File: src/rtl/serial2parallel_if.sv
// Serial-in / word-out bundle for the link receiver; slave is the receiver, master drives the stream.
interface serial2parallel_if #(parameter int WIDTH = 4);
  logic             din;
  logic             din_en;
  logic             din_sof;
  logic [WIDTH-1:0] dout;
  logic             dout_valid;
  logic             dout_ready;
  logic             sync_err;
  logic             overflow;
  logic             busy;

  modport slave (
    input  din, din_en, din_sof, dout_ready,
    output dout, dout_valid, sync_err, overflow, busy
  );

  modport master (
    output din, din_en, din_sof, dout_ready,
    input  dout, dout_valid, sync_err, overflow, busy
  );
endinterface

File: src/rtl/serial2parallel.sv
// Reassembles WIDTH-bit words from a marked serial stream; word appears the cycle after its last bit.
// One-word holding register: a completion while held and not accepted drops the new word and sets sticky overflow.
module serial2parallel #(
  parameter int WIDTH     = 4,
  parameter bit MSB_FIRST = 1'b1
) (
  input logic                clk,
  input logic                rst,
  serial2parallel_if.slave   bus
);
  localparam int CW = $clog2(WIDTH);

  typedef enum logic {HUNT, COLLECT} state_t;

  state_t           state, state_n;
  logic [CW-1:0]    cnt, cnt_n;
  logic [WIDTH-1:0] shreg, shreg_n;
  logic [WIDTH-1:0] word;
  logic             complete;
  logic             resync;

  logic [WIDTH-1:0] dout_q, dout_n;
  logic             valid_q, valid_n;
  logic             sync_err_q;
  logic             overflow_q, overflow_n;

  // Serial bit index k maps to its output position according to bit order.
  function automatic logic [CW-1:0] slot(input logic [CW-1:0] k);
    return MSB_FIRST ? (CW'(WIDTH - 1) - k) : k;
  endfunction

  always_comb begin
    state_n  = state;
    cnt_n    = cnt;
    shreg_n  = shreg;
    word     = '0;
    complete = 1'b0;
    resync   = 1'b0;
    if (bus.din_en) begin
      if (bus.din_sof) begin
        // A marker always restarts a word; mid-word it also discards the partial.
        resync                 = (state == COLLECT);
        shreg_n                = '0;
        shreg_n[slot(CW'(0))]  = bus.din;
        cnt_n                  = CW'(1);
        state_n                = COLLECT;
      end else if (state == COLLECT) begin
        word            = shreg;
        word[slot(cnt)] = bus.din;
        if (cnt == CW'(WIDTH - 1)) begin
          complete = 1'b1;
          state_n  = HUNT;
          cnt_n    = '0;
          shreg_n  = '0;
        end else begin
          shreg_n = word;
          cnt_n   = cnt + CW'(1);
        end
      end
    end
  end

  always_comb begin
    dout_n     = dout_q;
    valid_n    = valid_q;
    overflow_n = overflow_q;
    if (complete) begin
      if (!valid_q || bus.dout_ready) begin
        dout_n  = word;
        valid_n = 1'b1;
      end else begin
        overflow_n = 1'b1;
      end
    end else if (valid_q && bus.dout_ready) begin
      valid_n = 1'b0;
    end
  end

  always_ff @(posedge clk) begin
    if (rst) begin
      state      <= HUNT;
      cnt        <= '0;
      shreg      <= '0;
      dout_q     <= '0;
      valid_q    <= 1'b0;
      sync_err_q <= 1'b0;
      overflow_q <= 1'b0;
    end else begin
      state      <= state_n;
      cnt        <= cnt_n;
      shreg      <= shreg_n;
      dout_q     <= dout_n;
      valid_q    <= valid_n;
      sync_err_q <= resync;
      overflow_q <= overflow_n;
    end
  end

  assign bus.dout       = dout_q;
  assign bus.dout_valid = valid_q;
  assign bus.sync_err   = sync_err_q;
  assign bus.overflow   = overflow_q;
  assign bus.busy       = (state == COLLECT);
endmodule

File: src/flat_wrapper.sv
// flat-port wrapper written by rule: the top's interface ports become plain ports
module serial2parallel_flat 
#(
  parameter int WIDTH     = 4,
  parameter bit MSB_FIRST = 1'b1
)
  (clk, rst, bus_din, bus_din_en, bus_din_sof, bus_dout_ready, bus_dout, bus_dout_valid, bus_sync_err, bus_overflow, bus_busy);
  serial2parallel_if #(.WIDTH(WIDTH)) bus_i ();
  input logic clk;
  input logic rst;
  input wire logic [$bits(bus_i.din)-1:0] bus_din;
  input wire logic [$bits(bus_i.din_en)-1:0] bus_din_en;
  input wire logic [$bits(bus_i.din_sof)-1:0] bus_din_sof;
  input wire logic [$bits(bus_i.dout_ready)-1:0] bus_dout_ready;
  output wire logic [$bits(bus_i.dout)-1:0] bus_dout;
  output wire logic [$bits(bus_i.dout_valid)-1:0] bus_dout_valid;
  output wire logic [$bits(bus_i.sync_err)-1:0] bus_sync_err;
  output wire logic [$bits(bus_i.overflow)-1:0] bus_overflow;
  output wire logic [$bits(bus_i.busy)-1:0] bus_busy;
  assign bus_i.din = bus_din;
  assign bus_i.din_en = bus_din_en;
  assign bus_i.din_sof = bus_din_sof;
  assign bus_i.dout_ready = bus_dout_ready;
  assign bus_dout = bus_i.dout;
  assign bus_dout_valid = bus_i.dout_valid;
  assign bus_sync_err = bus_i.sync_err;
  assign bus_overflow = bus_i.overflow;
  assign bus_busy = bus_i.busy;
  serial2parallel #(.WIDTH(WIDTH), .MSB_FIRST(MSB_FIRST)) u_core (.clk(clk), .rst(rst), .bus(bus_i));
endmodule
File: config.mk
export PLATFORM = sky130hd
export DESIGN_NAME = serial2parallel_flat
export DESIGN_NICKNAME = d
export VERILOG_FILES = /design/src/rtl/serial2parallel_if.sv /design/src/rtl/serial2parallel.sv /design/src/flat_wrapper.sv
export SDC_FILE = /design/constraint.sdc
export NUM_CORES = 1
export LEC_CHECK = 0
export ABC_CLOCK_PERIOD_IN_PS = 1300
export CAP_MARGIN = 0
export CORE_MARGIN = 2
export CORE_UTILIZATION = 44
export CTS_CLUSTER_SIZE = 24
export DETAILED_ROUTE_END_ITERATION = 12
export PLACE_DENSITY = 0.72
export SETUP_SLACK_MARGIN = 0.1
export SLEW_MARGIN = 30
export SYNTH_ARGS = -nofsm -noshare
export SYNTH_HDL_FRONTEND = slang
export SYNTH_SLANG_ARGS = --single-unit
File: constraint.sdc
create_clock -name clk -period 1.3 [get_ports clk]
set_input_delay 0.13 -clock clk [delete_from_list [all_inputs] [get_ports clk]]
set_output_delay 0.13 -clock clk [all_outputs]
set_load 0.02 [all_outputs]
==> impl_metrics.env <==
export IMPL_finalNonFillerCells=118
export IMPL_boundaryPins=14
export IMPL_route_detailed_vias_per_inst=5.56
export IMPL_placement_cell_area_um2=957
export IMPL_ff2ff_path_depth=5
export IMPL_die_area_um2=1950
export IMPL_number_of_remaining_drc_errors=0
export IMPL_grt_pass1_vias=613
export IMPL_grt_max_degree=9
export IMPL_fin_nets=114
export IMPL_place_detailed_hpwl_um=1180
export IMPL_synth_top_area_cell="dfxtp_1"
export IMPL_wire_length_of_the_first_global_routing_pass_um=2730
export IMPL_max_slew_margin_rel_pct=70.8
export IMPL_synth_enable_flop_cells=0
export IMPL_grt_antenna_before_repair=0
export IMPL_timing_hold_worst_endpoint="u_core.bus.overflow"
export IMPL_worstReg2RegEnd="u_core.bus.dout[2]"
export IMPL_finalWeightedCongestion=0.806
export IMPL_vdd_ir_drop_max_uv=585
export IMPL_fillCellCount=106
export IMPL_portBuffers=13
export IMPL_netlist_cell_type_count=29
export IMPL_synth_warnings=0
export IMPL_cts_htree_levels=1
export IMPL_globalRouteTotalUtil_pct=19.3
export IMPL_grt_setup_unrepaired="true"
export IMPL_clock_root_buffer="clkbuf_4"
export IMPL_final_core_util_pct=72.6
export IMPL_yosys_most_used_dff="dfxtp_1"
export IMPL_postCtsHoldBufs=0
export IMPL_critical_path_max_fanout=4
export IMPL_wl_met3_um=36
export IMPL_data_arrival_time_of_the_worst_path_ns=1.59
export IMPL_floorplan_initialDensity_pct=47.1
export IMPL_synth_top_area_share_pct=39.5
export IMPL_grt_overflow=0
export IMPL_result_of_the_run="complete, but fails checks"
export IMPL_max_clock_path_buffers=2
export IMPL_drt_wirelength_per_cell_um=14.1
export IMPL_tritoncts="built"
export IMPL_async_flop_share_pct=0
export IMPL_tightest_slew_ns=0.437
export IMPL_clkSlewWorstSetupHoldPaths_ns=0.10
export IMPL_fin_ws_ns=-0.0658
export IMPL_drive_above_1_share_pct=40.2
export IMPL_pwr_density_cell_nw_per_um2=838
export IMPL_place_inst=110
export IMPL_min_delay_path_class="flop to flop"
export IMPL_detail_route_iter0_violations=19
export IMPL_synth_top_cells_by_area="dfxtp_1 (40%), ha_1 (8.8%), mux2i_1 (4.2%)"
export IMPL_fin_worst_skew_ns=0.00926
export IMPL_numClockSinks=14
export IMPL_detail_route_first_pass_iterations=4
export IMPL_area_delta_synth_final_pct=54.1
export IMPL_post_synth_instance_area_um2=709
export IMPL_fmax_mhz=732
export IMPL_finalInstanceArea_um2=1090
export IMPL_violations_in_the_final_reports="setup timing"
export IMPL_row_count=14
export IMPL_timing_critical_path_from_type="flop"
export IMPL_critPathRequiredTime_ns=1.52
export IMPL_post_synthesis_cells=72
export IMPL_cts_made_buffers=3
export IMPL_route_layer_met1_wl_um=808
export IMPL_highest_layer="met4"
export IMPL_crit_chain="buf_6 > ha_4 > mux2i_1 > or3_1 > a21oi_1"
export IMPL_clk_latency_ns=0.29
export IMPL_drv_max_cap_violation_count=0
export IMPL_wl_met2_um=805
export IMPL_synth_avg_cell_area_um2=9.85
export IMPL_dieWidth_um=44.2
export IMPL_antenna_cells_inserted=0
export IMPL_setup_viol=4
export IMPL_mappedNetlistNets=83
export IMPL_ys_seq_area_share_pct=39.5
export IMPL_count_of_pins_over_their_slew_limit=0
export IMPL_chipHeight_um=44.2
export IMPL_ff2ff_setup_slack_ns=-0.07
export IMPL_worst_r2r_startpoint="u_core.cnt[0]"
export IMPL_fin_tns_setup_ns=-0.0971
export IMPL_drt_antenna_violating_nets=0
export IMPL_timing_worst_setup_path_type="flop to flop"
export IMPL_detail_route_wirelength_um=1670
export IMPL_hp_start="u_core.bus.overflow"
export IMPL_finalCriticalPeriod_ns=1.37
export IMPL_final_hold_slack_ns=0.472
export IMPL_end_kind="flop"
export IMPL_power_leakage_nw=0.464
export IMPL_longest_individual_stage_delay_on_the_worst_path_ns=0.39
export IMPL_final_period_utilization_pct=105
export IMPL_core_um2=1510
export IMPL_crit_path_top_delay_cell="dfxtp_4"
export IMPL_via_count=656
export IMPL_timing_hold_violations_final=0
export IMPL_synth_ff_latch_count=14
export IMPL_whs_path_depth=1
## flip-flops by register name (all words and copies together) (netlist names)
register               count
u_core.bus.busy            1
u_core.bus.dout            4
u_core.bus.dout_valid      1
u_core.bus.overflow        1
u_core.bus.sync_err        1
u_core.cnt                 2
u_core.shreg               4
## layer usage
layer  up-vias  track usage [%]
met5         -                0
met4         0             10.9
met2         8             30.3
met1       318             25.4
met3         2             2.45
li1        328                -
## cell type report
| cell class | count | area (µm²) | area share [%] |
|---|---|---|---|
| Multi-Input combinational cell | 51 | 470 | 43.0 |
| Sequential cell | 14 | 289 | 26.4 |
| Timing Repair Buffer | 30 | 262 | 23.9 |
| Clock buffer | 4 | 36.3 | 3.32 |
| Tap cell | 16 | 20.0 | 1.83 |
| Inverter | 3 | 16.3 | 1.49 |
## power by group
part / switching (mW) / leakage [nW] / internal, mW
sequential: 0.0147 / 0.115 / 0.435
combinational: 0.0633 / 0.328 / 0.0785
clock: 0.155 / 0.0210 / 0.171
## layout by cell type (no fill, tap or decap), types with 2 or more instances in the layout
cell type	n
o311a_1	2
mux2i_1	3
ha_4	4
a32o_1	2
inv_4	2
nor2_1	4
dlygate4sd2_1	7
a21oi_2	2
o21ai_1	3
dfxtp_1	11
buf_4	14
o31ai_1	2
clkbuf_4	3
buf_6	3
or3_1	2
o21a_1	2
nand2_1	5
o21ai_0	2
clkdlybuf4s50_1	5
a21oi_1	3
dfxtp_4	2
## cells by family (layout without fill, tap and decap cells)
group           after synthesis  in the layout  synth area share (%)
flops                        14             14                  39.5
compound gates               22             22                  21.5
buf+inv                       7             37                  5.99
mux                           4              4                  5.82
simple gates                 20             20                  18.3
fa+ha+maj                     5              5                  8.82
## worst max-delay path: cells and delay by family, from the launching register on
| family | cells | cell delay (ns) |
|---|---|---|
| mux | 1 | 0.14 |
| buf+inv | 1 | 0.12 |
| simple gates | 1 | 0.37 |
| fa+ha+maj | 1 | 0.16 |
| compound gates | 1 | 0.12 |
| flops | 1 | 0.39 |
## worst max path at each step
stage,slack [ns],from,to
after floorplan,0.05,u_core.cnt[1],u_core.bus.dout[0]
after global placement,-0.14,bus_din_sof,u_core.shreg[2]
after detailed placement,-0.19,bus_din_en,u_core.bus.dout[0]
after CTS,-0.02,u_core.cnt[1],u_core.bus.dout[3]
after global routing,-0.10,u_core.cnt[0],u_core.bus.dout[2]
final,-0.07,u_core.cnt[0],u_core.bus.dout[2]
## stage by stage
stage / worst slack, ns / total power, mW
floorplan: 0.0495 / 0.528
global placement: -0.144 / 0.578
detailed placement: -0.195 / 0.580
CTS: -0.0199 / 0.920
global route: -0.103 / 0.953
finish: -0.0658 / 0.917
## timing repair
item / 4_1_cts / 5_1_grt
setup buffers: 3 / 1
endpoints found under the setup margin: 15 / 11
pin swaps: 7 / 6
gates cloned: 0 / 0
gates resized for setup: 22 / 8
## Yosys cell counts (3+ instances only)
| cell type | n |
|---|---|
| o21ai_0 | 5 |
| inv_1 | 3 |
| dfxtp_1 | 14 |
| nor2_1 | 4 |
| or3_1 | 3 |
| a21oi_1 | 5 |
| mux2i_1 | 3 |
| nand2_1 | 5 |
| ha_1 | 5 |
Note: power is estimated with default switching activity, not from simulation.
